**config.mk**
```make
export PLATFORM = sky130hd
export DESIGN_NAME = spi_host_ctrl
export DESIGN_NICKNAME = d
export VERILOG_FILES = /design/src/rtl/spi_host_pkg.sv /design/src/rtl/spi_sclk_gen.sv /design/src/rtl/spi_host_ctrl.sv
export SDC_FILE = /design/constraint.sdc
export NUM_CORES = 1
export LEC_CHECK = 0
export CELL_PAD_IN_SITES_DETAIL_PLACEMENT = 0
export CELL_PAD_IN_SITES_GLOBAL_PLACEMENT = 1
export CORE_MARGIN = 1
export CORE_UTILIZATION = 25
export DETAILED_ROUTE_END_ITERATION = 7
export PLACE_DENSITY_LB_ADDON = 0.1
export SETUP_SLACK_MARGIN = 0.2
export SLEW_MARGIN = 20
export SYNTH_ARGS = -nofsm -noshare
export SYNTH_HDL_FRONTEND = slang
export SYNTH_SLANG_ARGS = --single-unit
```
**constraint.sdc**
```tcl
create_clock -name clk_i -period 2.7 [get_ports clk_i]
set_input_delay 0.405 -clock clk_i [delete_from_list [all_inputs] [get_ports clk_i]]
set_output_delay 0.405 -clock clk_i [all_outputs]
set_load 0.1 [all_outputs]
```
**src/rtl/spi_host_pkg.sv**
```systemverilog
// ----------------------------------------------------------------------------
// spi_host_pkg
// Shared types and constants for the SPI host transaction engine.
//   spi_state_e  : transaction FSM states
//   BYTE_W       : width of the TX/RX byte
//   BIT_CNT_W    : width of the per-byte bit counter (must hold 0..BYTE_W)
//   spi_latency(): CLK cycles from accepted start to the done pulse
// ----------------------------------------------------------------------------
package spi_host_pkg;

    localparam int unsigned BYTE_W    = 8;
    localparam int unsigned BIT_CNT_W = 4;

    typedef enum logic [2:0] {
        StIdle,
        StSetup,
        StTx,
        StGap,
        StRx,
        StHold
    } spi_state_e;

    // One SCLK period = 2*clk_div CLK cycles. SETUP + 8 TX + HOLD periods always,
    // GAP + 8 RX periods for reads; +1 because done is registered.
    function automatic int unsigned spi_latency(input int unsigned clk_div,
                                                input int unsigned gap_bits,
                                                input bit          do_read);
        int unsigned cyc;
        cyc = 2 * clk_div * (1 + BYTE_W + 1);
        if (do_read) begin
            cyc = cyc + 2 * clk_div * (gap_bits + BYTE_W);
        end
        return cyc + 1;
    endfunction

endpackage

```
**src/rtl/spi_sclk_gen.sv**
```systemverilog
// ----------------------------------------------------------------------------
// spi_sclk_gen
// Divides clk_i into a mode-0 serial clock. While en_i is high a counter runs
// 0..CLK_DIV-1; at its terminal count the serial clock toggles and a one-cycle
// rise or fall tick is flagged (combinationally, in the cycle before the
// toggle takes effect). With en_i low the counter and clock clear to 0.
// Ports:
//   clk_i, rst_i  : system clock, asynchronous active-high reset
//   en_i          : run the divider
//   sclk_o        : divided clock, idle low
//   rise_tick_o   : the coming edge drives sclk_o 0->1
//   fall_tick_o   : the coming edge drives sclk_o 1->0
// ----------------------------------------------------------------------------
module spi_sclk_gen #(
    parameter int unsigned CLK_DIV = 5
) (
    input  logic clk_i,
    input  logic rst_i,
    input  logic en_i,
    output logic sclk_o,
    output logic rise_tick_o,
    output logic fall_tick_o
);

    localparam int unsigned CntW = (CLK_DIV > 1) ? $clog2(CLK_DIV) : 1;
    localparam logic [CntW-1:0] CntLast = CntW'(CLK_DIV - 1);

    logic [CntW-1:0] cnt_q, cnt_d;
    logic            sclk_q, sclk_d;
    logic            term;

    assign term = en_i && (cnt_q == CntLast);

    always_comb begin
        cnt_d  = cnt_q;
        sclk_d = sclk_q;
        if (!en_i) begin
            cnt_d  = '0;
            sclk_d = 1'b0;
        end else if (term) begin
            cnt_d  = '0;
            sclk_d = ~sclk_q;
        end else begin
            cnt_d = cnt_q + 1'b1;
        end
    end

    always_ff @(posedge clk_i or posedge rst_i) begin
        if (rst_i) begin
            cnt_q  <= '0;
            sclk_q <= 1'b0;
        end else begin
            cnt_q  <= cnt_d;
            sclk_q <= sclk_d;
        end
    end

    assign sclk_o      = sclk_q;
    assign rise_tick_o = term & ~sclk_q;
    assign fall_tick_o = term & sclk_q;

endmodule

```
**src/rtl/spi_host_ctrl.sv**
```systemverilog
// ----------------------------------------------------------------------------
// spi_host_ctrl
// SPI mode-0 master. Each transaction asserts CS, shifts one byte out MSB
// first, optionally idles GAP_BITS SCLK periods and shifts one byte in from
// MISO, then releases CS and pulses done.
// Optional build macro: SPI_HOST_ABORT_EN adds abort_i / aborted_o.
// Ports:
//   clk_i, rst_i       : system clock, asynchronous active-high reset
//   start_i            : request, accepted only when idle and not on done
//   tx_data_i          : byte to send, captured on accepted start
//   do_read_i          : 1 = gap + read phase, 0 = write-only
//   abort_i, aborted_o : (SPI_HOST_ABORT_EN) cancel request / one-cycle ack
//   busy_o             : transaction in flight
//   done_o             : one-cycle completion pulse
//   rx_data_o          : last fully received byte
//   sclk_o, mosi_o     : serial clock (idle low) and data out
//   miso_i             : serial data in, sampled raw
//   cs_o               : chip select, active level CS_ACTIVE
// ----------------------------------------------------------------------------
module spi_host_ctrl
    import spi_host_pkg::*;
#(
    parameter int unsigned CLK_DIV   = 5,
    parameter int unsigned GAP_BITS  = 5,
    parameter bit          CS_ACTIVE = 1'b1
) (
    input  logic              clk_i,
    input  logic              rst_i,
    input  logic              start_i,
    input  logic [BYTE_W-1:0] tx_data_i,
    input  logic              do_read_i,
`ifdef SPI_HOST_ABORT_EN
    input  logic              abort_i,
    output logic              aborted_o,
`endif
    output logic              busy_o,
    output logic              done_o,
    output logic [BYTE_W-1:0] rx_data_o,
    output logic              sclk_o,
    output logic              mosi_o,
    input  logic              miso_i,
    output logic              cs_o
);

    localparam logic                 CsOn    = CS_ACTIVE;
    localparam logic [BIT_CNT_W-1:0] BitLast = BIT_CNT_W'(BYTE_W - 1);
    localparam logic [BIT_CNT_W-1:0] BitDone = BIT_CNT_W'(BYTE_W);
    localparam int unsigned          GapW    = (GAP_BITS > 1) ? $clog2(GAP_BITS) : 1;
    localparam logic [GapW-1:0]      GapLast = GapW'((GAP_BITS > 0) ? GAP_BITS - 1 : 0);

    spi_state_e           state_q, state_d;
    logic [BYTE_W-2:0]    tx_sr_q, tx_sr_d;   // bits still to send after the current MOSI bit
    logic [BYTE_W-2:0]    rx_sr_q, rx_sr_d;   // first seven received bits
    logic [BYTE_W-1:0]    rx_data_q, rx_data_d;
    logic [BIT_CNT_W-1:0] bit_cnt_q, bit_cnt_d;
    logic [GapW-1:0]      gap_cnt_q, gap_cnt_d;
    logic                 rd_q, rd_d;
    logic                 mosi_q, mosi_d;
    logic                 cs_q, cs_d;
    logic                 done_q, done_d;

    logic gen_en, gen_sclk, rise_tick, fall_tick;
    logic abort_req, abort_hit;

`ifdef SPI_HOST_ABORT_EN
    assign abort_req = abort_i;
`else
    assign abort_req = 1'b0;
`endif

    assign gen_en    = (state_q != StIdle);
    assign abort_hit = abort_req && (state_q != StIdle);

    spi_sclk_gen #(
        .CLK_DIV (CLK_DIV)
    ) u_sclk_gen (
        .clk_i       (clk_i),
        .rst_i       (rst_i),
        .en_i        (gen_en),
        .sclk_o      (gen_sclk),
        .rise_tick_o (rise_tick),
        .fall_tick_o (fall_tick)
    );

    always_comb begin
        state_d   = state_q;
        tx_sr_d   = tx_sr_q;
        rx_sr_d   = rx_sr_q;
        rx_data_d = rx_data_q;
        bit_cnt_d = bit_cnt_q;
        gap_cnt_d = gap_cnt_q;
        rd_d      = rd_q;
        mosi_d    = mosi_q;
        cs_d      = cs_q;
        done_d    = 1'b0;

        unique case (state_q)
            StIdle: begin
                // done_q blocks a start landing in the completion cycle
                if (start_i && !done_q) begin
                    state_d   = StSetup;
                    tx_sr_d   = tx_data_i[BYTE_W-2:0];
                    rd_d      = do_read_i;
                    cs_d      = CsOn;
                    mosi_d    = tx_data_i[BYTE_W-1];
                    bit_cnt_d = BitLast;
                end
            end
            // Divider runs through one period but SCLK stays masked low.
            StSetup: begin
                if (fall_tick) begin
                    state_d = StTx;
                end
            end
            StTx: begin
                if (fall_tick) begin
                    if (bit_cnt_q == '0) begin
                        mosi_d    = 1'b0;
                        gap_cnt_d = '0;
                        if (!rd_q) begin
                            state_d = StHold;
                        end else if (GAP_BITS == 0) begin
                            state_d = StRx;
                        end else begin
                            state_d = StGap;
                        end
                    end else begin
                        mosi_d    = tx_sr_q[BYTE_W-2];
                        tx_sr_d   = {tx_sr_q[BYTE_W-3:0], 1'b0};
                        bit_cnt_d = bit_cnt_q - 1'b1;
                    end
                end
            end
            StGap: begin
                if (fall_tick) begin
                    if (gap_cnt_q == GapLast) begin
                        state_d = StRx;
                    end else begin
                        gap_cnt_d = gap_cnt_q + 1'b1;
                    end
                end
            end
            StRx: begin
                if (rise_tick) begin
                    rx_sr_d   = {rx_sr_q[BYTE_W-3:0], miso_i};
                    bit_cnt_d = bit_cnt_q + 1'b1;
                    // Publish only the complete byte.
                    if (bit_cnt_q == BitLast) begin
                        rx_data_d = {rx_sr_q, miso_i};
                    end
                end else if (fall_tick && (bit_cnt_q == BitDone)) begin
                    state_d = StHold;
                end
            end
            StHold: begin
                if (fall_tick) begin
                    state_d = StIdle;
                    cs_d    = ~CsOn;
                    done_d  = 1'b1;
                end
            end
            default: begin
                state_d = StIdle;
                cs_d    = ~CsOn;
            end
        endcase

        if (abort_hit) begin
            state_d   = StIdle;
            cs_d      = ~CsOn;
            mosi_d    = 1'b0;
            done_d    = 1'b0;
            rx_data_d = rx_data_q;
        end
    end

    always_ff @(posedge clk_i or posedge rst_i) begin
        if (rst_i) begin
            state_q   <= StIdle;
            tx_sr_q   <= '0;
            rx_sr_q   <= '0;
            rx_data_q <= '0;
            bit_cnt_q <= '0;
            gap_cnt_q <= '0;
            rd_q      <= 1'b0;
            mosi_q    <= 1'b0;
            cs_q      <= ~CsOn;
            done_q    <= 1'b0;
        end else begin
            state_q   <= state_d;
            tx_sr_q   <= tx_sr_d;
            rx_sr_q   <= rx_sr_d;
            rx_data_q <= rx_data_d;
            bit_cnt_q <= bit_cnt_d;
            gap_cnt_q <= gap_cnt_d;
            rd_q      <= rd_d;
            mosi_q    <= mosi_d;
            cs_q      <= cs_d;
            done_q    <= done_d;
        end
    end

`ifdef SPI_HOST_ABORT_EN
    logic aborted_q;

    always_ff @(posedge clk_i or posedge rst_i) begin
        if (rst_i) begin
            aborted_q <= 1'b0;
        end else begin
            aborted_q <= abort_hit;
        end
    end

    assign aborted_o = aborted_q;
`endif

    // The divider free-runs in SETUP/GAP/HOLD; only TX and RX show SCLK. State
    // only changes on fall ticks, when the divider clock is already low.
    assign sclk_o    = gen_sclk & ((state_q == StTx) || (state_q == StRx));
    assign busy_o    = (state_q != StIdle);
    assign done_o    = done_q;
    assign rx_data_o = rx_data_q;
    assign mosi_o    = mosi_q;
    assign cs_o      = cs_q;

endmodule
```
# Word level (Yosys, flattened, before mapping)
# Index checks and enable logic that the tools add are counted.
# word_totals
regBits	40
inputBits	13
output_inout_bits	13
wordCells	102
# op_classes
n_addsub	4
eq_ne	22
mux	38
bitwise_logic	5
n_reduce_logical	21
# op_table
cell	count
3-bit two-way mux	16
2-bit != test, second input constant	13
7-bit two-way mux	3
3-bit case mux with 6 select lines	1
4-bit two-way mux	4
7-bit case mux with 2 select lines	1
3-bit == test, second input constant	4
4-bit case mux with 3 select lines	1
5-bit AND reduction	2
1-bit two-way mux	9
3-bit AND reduction	3
9-bit AND reduction	1
3-bit by 1-bit adder with 3-bit output, second input constant	2
3-bit by 2-bit == test with 1-bit output, second input constant	2
3-bit case mux with 2 select lines	1
3-bit nonzero test	2
4-bit by 1-bit adder with 4-bit output, second input constant	1
4-bit by 3-bit == test with 1-bit output, second input constant	1
4-bit == test, second input constant	1
4-bit logical NOT	1
2-bit AND reduction	2
4-bit AND reduction	1
2-bit nonzero test	2
4-bit OR reduction	1
other kinds (10)	15

# Logic depth before layout (Yosys ltp)
# logic_depth
ltp_word	7
mapped_depth	9
ltp_nobuf	9

# Cells and area by module
# Synthesis repeated with hierarchy kept, for this count alone.
# unflattened
cells_unflattened	211
area_unflattened_um2	2099.5
# by_module_without_submodules
mod	instances	cells_per_inst	area_each_um2	seq_area_each_um2
spi_host_ctrl	1	191	1886.8	900.9
spi_sclk_gen	1	20	212.7	100.1

# Worst setup path after synthesis
# OpenSTA, ideal clock, no wires.
# synth_timing
path_type	flip-flop to flip-flop
from	register state_q[2]
to	register bit_cnt_q[0]
setup_ns	0.125
t_arrival_ns	2.184
required_time_ns	2.575
setup_slack_ns	0.392
path_stages_with_launch	8
path_buffers	1
synth_period_minus_slack_ns	2.308
cell_sequence	dfrtp_1 -> buf_2 -> or2_2 -> nor2_4 -> inv_1 -> nand3_1 -> a21oi_1 -> mux2_2
# synth_between
elab_chain_len	5
elab_cells_between_ends	14
classes_between	eq/ne (6); mux (1); bitwise (2); reduce/logical (5)
# synth_lines
element	line_no	source
start, declared	spi_host_ctrl.sv:51	spi_state_e state_q, state_d;
start signal, assigned	spi_host_ctrl.sv:179	state_q <= StIdle;
start signal, assigned	spi_host_ctrl.sv:190	state_q <= state_d;
3-bit nonzero test *	-	
via busy_o	spi_host_ctrl.sv:36	output logic busy_o,
1-bit logical AND *	spi_sclk_gen.sv:32	assign term = en_i && (cnt_q == CntLast);
1-bit AND (on tied branches)	spi_sclk_gen.sv:59, spi_sclk_gen.sv:60	
2-bit != test (no line)	-	
5-bit AND reduction (no line) *	-	
end signal, assigned	spi_host_ctrl.sv:194	bit_cnt_q <= bit_cnt_d;
end, declared	spi_host_ctrl.sv:55	logic [BIT_CNT_W-1:0] bit_cnt_q, bit_cnt_d;
# Mark *: on every way through the listed nets, which the timed path passes. The rest lies on a longest branch.
# A chain may end at the register's enable or synchronous reset.

# Final worst setup path
# layout_timing
from	register u_sclk_gen.cnt_q[0]
to	register rx_data_q[1] (netlist: rx_data_o[1])
# layout_between
elab_chain_len	4
# layout_lines
element	line_no	source
start, declared	spi_sclk_gen.sv:28	logic [CntW-1:0] cnt_q, cnt_d;
start signal, assigned	spi_sclk_gen.sv:53	cnt_q <= cnt_d;
3-bit == test	spi_sclk_gen.sv:32	
1-bit logical AND	spi_sclk_gen.sv:32	
1-bit AND	spi_sclk_gen.sv:59	assign rise_tick_o = term & ~sclk_q;
3-bit AND reduction (no line)	-	
end signal, assigned	spi_host_ctrl.sv:193	rx_data_q <= rx_data_d;
end, declared	spi_host_ctrl.sv:54	logic [BYTE_W-1:0] rx_data_q, rx_data_d;
# Every way passes these cells.

==> out/results.txt <==
The run finished with clean final reports. The run gives 0 as the final number of hold-violating endpoints. In the final routed layout, each cell accounts on average for 13.5 microns. Synthesis instantiated 44 different standard cells from the library. The logs give 0 for the number of diodes and 8570 sq um for the total die area. For the pin with the worst max-slew slack, the measured transition is 0.529 ns. For this block, the via count after detailed routing is 1556. Time the worst path needs with I/O delays and setup: 2.33 ns. The maximum fanout encountered on the critical timing path was 9. In the finished design, the share of the clock period the worst path needs comes to 86.4%. The Yosys step of the flow raised 0 warnings. Summed over all layers, the routed wires come to 4670 microns. For the number of global-route vias before repair, the log shows 1490. The worst min-delay path class was reg2reg.

The post-cts gate resize count was 0; the DRC marker count from the first detailed-route iteration was 71. After clock tree synthesis, the clock-pin slew on the worst setup and hold paths is 0.08 ns. The number of iterations in the first detailed-routing pass was 4; the post-synthesis sequential area ratio was 48.8%. Yosys attributes the largest share of cell area to sky130_fd_sc_hd__dfrtp_1, sky130_fd_sc_hd__nand2_1, sky130_fd_sc_hd__mux2_2. Counting the buffers created by CTS gives 5. Using the TritonRoute via totals, the vias-per-cell ratio works out to 4.48. In this run the clock root is driven by a sky130_fd_sc_hd__clkbuf_8. Measured in cells, the most critical reg-to-reg path has a length of 6.

For the final antenna-violating net count, the log shows 0. Global routing used 2.63% of the available met3 tracks. Clock net sink count: 40. In this run, synthesis produced a sequential element count of 40. STA classifies the critical path startpoint as a flop. The cell type with the highest aggregate area in the netlist was sky130_fd_sc_hd__dfrtp_1. Across the VDD grid, the largest voltage drop is 0.000225 V. The minimum setup slack among reg-to-reg paths is 0.37 ns. TritonCTS built the clock tree. The startpoint-to-endpoint class of the critical path is reg2reg. The commonest cells after synthesis are sky130_fd_sc_hd__nand2_1, sky130_fd_sc_hd__dfrtp_1, sky130_fd_sc_hd__nor2_1. Maximum cell stage delay along the critical path: 0.57 ns.

The signal on the critical path passes through inv_1 -> ha_1 -> nand2_1 -> or3_1 -> nor3_4 -> mux2_2. The logs give 41 for the largest net degree at the start of global routing and 2050 sq um for the post-synthesis cell area. 26 I/O pins were placed. The worst hold path begins at rx_sr_q[5]$_DFFE_PP0P_. After synthesis, the share of flip-flops with an asynchronous set or reset is 100%. Met2 track demand over resource: 17.2%. Cell count after synthesis: 212. The tools report the clock skew after layout as 0.00310 ns. Highest-delay cell along the critical path: sky130_fd_sc_hd__or3_1. The most congested layer reported by global routing was met2.

The last weighted congestion value of the routability-driven placer was 0.695. In the final design database the tool counted 264 nets. For this design the static power due to leakage is 0.00120 uW. In this design, the largest share of critical-path delay is due to simple AND/OR/NAND/NOR gates. The global routing usage summed across all routing layers came out at 11.7%.

For the total count of max-transition violations in the final report, the log shows 0. The capture point of the worst reg-to-reg path was rx_data_o[1]$_DFFE_PP0P_. STA puts the critical path data required time at 2.88 ns. In the post-synthesis netlist, the cell with the most instances is sky130_fd_sc_hd__nand2_1. The post-cts hold buffer count is 0, and the area share of the largest cell type after synthesis is 48.8%. The total overflow left after global routing is 0.

The worst hold path passes through 2 cells. Setup repair after global routing left no endpoint under its margin. Post-CTS setup repair buffer count: 0. The wire length of the first global-routing pass is 7740 microns, and the highest achievable clock rate is 429 MHz.

The vertical extent of the die was 92.6 microns; the number of antenna violations at the first check in global routing was 0. Dividing the synthesized area by the synthesized cell count gives 9.67 sq um. Headroom to the max-slew limit came out at 64.8%.

Of the cells placed in the final design, the portion with a size suffix greater than 1 is 19.6%. The number of design rule violations left after detail routing is 0. Detailed placement finished with a half-perimeter wire length of 3260 microns.

Setup violations remaining at the end of the flow were counted as 0. Cells fill 32.3% of the core in the end. After routing, the total negative slack on setup checks comes to 0 ns. The number of cells on the critical path is 6. Among all flip-flop cells after synthesis, the most frequent one is sky130_fd_sc_hd__dfrtp_1.

The number of enable flip-flop cells after synthesis is 0. The floorplan has 32 rows. In the global route stage, met1 resource usage came out at 17.0%. Once the floorplan was initialized, standard cells occupied 26.1% of the core.

From left edge to right edge, the die measures 92.6 microns. CTS built an H-tree with a depth of 2. For the maximum buffer depth of the clock tree, the log shows 2. The tools report the hold path endpoint as rx_sr_q[6]$_DFFE_PP0P_. Buffers placed on the I/O ports in this run total 25. The core region is 7850 sq um.

Buffering stage count on the worst path with inverters included: 1. Across the run, the number of max-cap violations was 0. The beginning of the worst register-to-register path is u_sclk_gen.cnt_q[0]$_DFF_PP0_. For this design the ratio of total power to cell area is 444 nW/um^2. The layout-stage area growth over the synthesis result was 23.7%. Data arrives at the worst endpoint at 2.51 ns. Kind of end point of the critical path: a flop. The logs give 232 for the post-synthesis net count and 0.29 ns for the clock latency at the later pin of the worst-skew pair.
kinds of logic after synthesis:
group / after synthesis / share of synthesized area, %
AO/OA/AOI/OAI: 35 / 11.0
XOR/XNOR: 3 / 1.28
adder cells (fa/ha/maj): 7 / 4.64
buffers and inverters: 18 / 3.90
flip-flops: 40 / 48.8
multiplexers: 14 / 7.57
AND/OR/NAND/NOR: 95 / 22.8
metal layers:
| metal | up-vias | part of all wire [%] | wire length (microns) |
|---|---|---|---|
| met1 | 739 | 52 | 2410 |
| met4 | 0 | 0.98 | 46 |
| li1 | 786 | - | - |
| met5 | - | 0 | 0 |
| met2 | 27 | 43 | 2000 |
| met3 | 4 | 4.6 | 216 |
worst max-delay path by stage:
stage,startpoint,endpoint,slack (ns)
6_report,u_sclk_gen.cnt_q[0]$_DFF_PP0_,rx_data_o[1]$_DFFE_PP0P_,0.37
5_1_grt,u_sclk_gen.cnt_q[0]$_DFF_PP0_,rx_data_o[1]$_DFFE_PP0P_,0.20
4_1_cts,u_sclk_gen.cnt_q[0]$_DFF_PP0_,rx_data_o[1]$_DFFE_PP0P_,0.31
3_5_place_dp,u_sclk_gen.cnt_q[0]$_DFF_PP0_,rx_data_o[2]$_DFFE_PP0P_,0.32
3_3_place_gp,u_sclk_gen.cnt_q[0]$_DFF_PP0_,rx_data_o[5]$_DFFE_PP0P_,0.38
2_1_floorplan,state_q[2]$_DFFE_PP0P_,bit_cnt_q[0]$_DFFE_PP0P_,0.39
tightest hold or removal path: stages (launching register included):
cell and delay [ns]:
sky130_fd_sc_hd__dfrtp_1 0.36, sky130_fd_sc_hd__nand2_1 0.06, sky130_fd_sc_hd__nand2_1 0.05
report_power, final:
part / internal, uW / leakage, uW / switching [uW]
sequential: 598 / 0.000504 / 0
combinational: 16.6 / 0.000644 / 15.3
clock: 274 / 0.0000541 / 223
final cells by class:
type                    count  area (sq um)
fillers                   841          5310
flip-flops and latches     40          1000
multi-input cells         154           970
repair buffers             33           290
well taps                 102           128
clock buffers               5          68.8
clock inverters             3          42.5
inverters                  10          37.5
metrics by stage:
step | total power, uW | cell area (sq um) | setup WS, ns | cells | hold slack (ns)
CTS | 1150 | 2540 | 0.308 | 347 | 0.498
finish | 1130 | 2540 | 0.366 | 347 | 0.496
global placement | 644 | 2430 | 0.382 | 339 | 0.494
global route | 1170 | 2540 | 0.203 | 347 | 0.534
floorplan | 620 | 2050 | 0.392 | 212 | 0.440
detailed placement | 644 | 2430 | 0.318 | 339 | 0.476
cells in the final DEF, fill, tap and decap left out, types with 2 or more instances in the layout:
cell                              Yosys  final
sky130_fd_sc_hd__a21oi_1             11     11
sky130_fd_sc_hd__a221o_1              2      2
sky130_fd_sc_hd__a31oi_1              8      8
sky130_fd_sc_hd__and3_1               4      4
sky130_fd_sc_hd__buf_4                0     20
sky130_fd_sc_hd__clkbuf_8             0      5
sky130_fd_sc_hd__clkdlybuf4s50_1      0     12
sky130_fd_sc_hd__dfrtp_1             40     40
sky130_fd_sc_hd__ha_1                 6      6
sky130_fd_sc_hd__inv_1                9      9
sky130_fd_sc_hd__mux2_2              12     12
sky130_fd_sc_hd__mux2i_1              2      2
sky130_fd_sc_hd__nand2_1             42     42
sky130_fd_sc_hd__nand2b_1             5      5
sky130_fd_sc_hd__nand3_1              6      6
sky130_fd_sc_hd__nor2_1              21     21
sky130_fd_sc_hd__nor2_4               2      2
sky130_fd_sc_hd__nor2b_1              2      2
sky130_fd_sc_hd__o211ai_1             2      2
sky130_fd_sc_hd__o21ai_0              4      4
sky130_fd_sc_hd__o31ai_1              2      2
sky130_fd_sc_hd__or3_1                2      2
sky130_fd_sc_hd__or4_1                2      2
sky130_fd_sc_hd__xor2_1               2      2
sequential cells by signal (all words and copies together) (netlist names):
signal	cells
bit_cnt_q	4
cs_o	1
done_o	1
gap_cnt_q	3
mosi_o	1
rd_q	1
rx_data_o	8
rx_sr_q	7
state_q	3
tx_sr_q	7
u_sclk_gen.cnt_q	3
u_sclk_gen.sclk_o	1
Power figures use the tool's default switching activity.
==> edit: new RTL, same flow settings <==
`CLK_DIV` is set to 5 in 2 places; all go to 6.
--- a/src/rtl/spi_sclk_gen.sv
+++ b/src/rtl/spi_sclk_gen.sv
@@ -13,5 +13,5 @@
 // ----------------------------------------------------------------------------
 module spi_sclk_gen #(
-    parameter int unsigned CLK_DIV = 5
+    parameter int unsigned CLK_DIV = 6
 ) (
     input  logic clk_i,
--- a/src/rtl/spi_host_ctrl.sv
+++ b/src/rtl/spi_host_ctrl.sv
@@ -21,5 +21,5 @@
     import spi_host_pkg::*;
 #(
-    parameter int unsigned CLK_DIV   = 5,
+    parameter int unsigned CLK_DIV   = 6,
     parameter int unsigned GAP_BITS  = 5,
     parameter bit          CS_ACTIVE = 1'b1
Check against the original RTL: same outputs for any inputs over 10 cycles, from zero or initial values and one cycle with rst_i high; that may be too few to reach the edited logic, so the function may still have changed.
==> edit against the original RTL <==
- core utilization fell by 0.22 points
- worst setup slack improved by 0.058 ns
- cell count fell by 7.5%
- first-iteration DRC count fell by 51%
- highest routed layer unchanged
- wire length fell by 8.6%
- total power rose by 2.6%
- count of clock-buffer cells in the layout did not move
- global-route usage fell by 0.77 points
- clock power rose by 3%
- area after synthesis fell by 0.73%
- design area fell by 1.2%
- non-clock buffer count fell by 4
- sequential cell count did not move
==> edit: results (changes against the original RTL) <==
INFO  metric ys_top_cells_by_area = sky130_fd_sc_hd__dfrtp_1 (49%), sky130_fd_sc_hd__mux2_2 (5.5%), sky130_fd_sc_hd__mux2_1 (5.0%), sky130_fd_sc_hd__a21oi_1 (4.2%), sky130_fd_sc_hd__mux2i_1 (3.9%)
INFO  metric place_ws = 0.367 ns (+0.0488 ns)
INFO  metric worst_slew_margin_rel = 61.3% (-3.5 points)
INFO  metric timing.critical_path.arrival = 2.46 ns (-0.05 ns)
INFO  metric final_net_count = 238 (-9.8%)
INFO  metric place_hpwl = 3160 um (-3.0%)
INFO  metric post-place-cells = 313 (-7.7%)
INFO  metric ys_seq_area_share = 49.2% (+0.36 points)
INFO  metric synth_compound_gate_area_share = 10.8% (-0.16 points)
INFO  metric post_drt_via_cell_ratio = 4.59 (+2.3%)
INFO  metric first_iter_violations = 35 (-51%)
INFO  metric synthXorXnorAreaFrac = 1.29% (+0.0095 points)
INFO  metric power.ir.vdd_worst = 0.221 mV (-1.9%)
INFO  metric synthAdderAreaFrac = 4.67% (+0.034 points)
INFO  metric synthesis.area_per_instance = 10.8 sq um (+11%)
INFO  metric per_cell_routed_wire_length = 13.3 um (-1.2%)
INFO  metric via_count = 1473 (-5.3%)
INFO  metric fin_skew = 0.00714 ns (+0.00405 ns)
INFO  metric grt.total_usage = 11.0% (-0.77 points)
INFO  metric synth_top_cells_by_count = sky130_fd_sc_hd__dfrtp_1 (40), sky130_fd_sc_hd__nor2_1 (19), sky130_fd_sc_hd__a21oi_1 (17), sky130_fd_sc_hd__mux2_2 (10)
INFO  metric synthMuxAreaShare = 14.4% (+6.9 points)
INFO  metric fillers = 807 (-4.0%)
INFO  metric run_status = finished clean
INFO  metric synth_cell_types = 45 (+2.3%)
INFO  metric p_leak = 1.18 nW (-1.4%)
INFO  metric place_area = 2390 sq um (-1.4%)
INFO  metric finalWeightedCongestion = 0.791 (+14%)
INFO  metric crit_path_top_delay_cell = sky130_fd_sc_hd__dfrtp_1
edit: path summary, 6_finish.rpt:
kind	cells past startpoint	slack, ns	startpoint	to
hold reg to reg	1	0.47	u_sclk_gen.cnt_q[0]$_DFF_PP0_	u_sclk_gen.cnt_q[0]$_DFF_PP0_
setup reg to reg	7	0.42	state_q[2]$_DFFE_PP0P_	bit_cnt_q[0]$_DFFE_PP0P_
hold / removal	1	0.47	u_sclk_gen.cnt_q[0]$_DFF_PP0_	u_sclk_gen.cnt_q[0]$_DFF_PP0_
setup / recovery	7	0.42	state_q[2]$_DFFE_PP0P_	bit_cnt_q[0]$_DFFE_PP0P_
min in group asynchronous	3	0.52	rst_i	rx_data_o[7]$_DFFE_PP0P_
max in group asynchronous	3	1.81	rst_i	u_sclk_gen.cnt_q[0]$_DFF_PP0_
edit: area by class of cell:
type	instances	area, sq um	share of cell area, %
clock inverter	3	46.3	1.85
tap	102	128	5.09
inverter	11	41.3	1.65
sequential	40	1000	39.9
clock buffer	5	68.8	2.74
multi-input combinational	131	962	38.4
timing repair buffer	29	260	10.4
edit: what timing repair did:
action / CTS / global route
hold buffers: 0 / 0
endpoints found under the setup margin: 0 / 7
endpoints found under the hold margin: 0 / 0
gates resized for setup: 0 / 1
setup buffers: 0 / 0
edit: cell families (layout without fill, tap and decap cells):
family	after synthesis	after routing
compound gates	36	36
xor+xnor	3	3
fa+ha+maj	7	7
buf+inv	18	48
flops	40	40
mux	27	27
simple gates	58	58
edit: metal layers:
metal | global-route usage, % | vias up | wire [um]
li1 | - | 719 | -
met1 | 13.5 | 722 | 1980
met2 | 17.8 | 23 | 2060
met3 | 3.07 | 9 | 148
met4 | 4.95 | 0 | 80
met5 | 0 | - | 0
edit: report_power, final:
| part | internal (mW) | switching, mW |
|---|---|---|
| combinational | 0.0202 | 0.0227 |
| clock | 0.279 | 0.232 |
| sequential | 0.601 | 0.00162 |
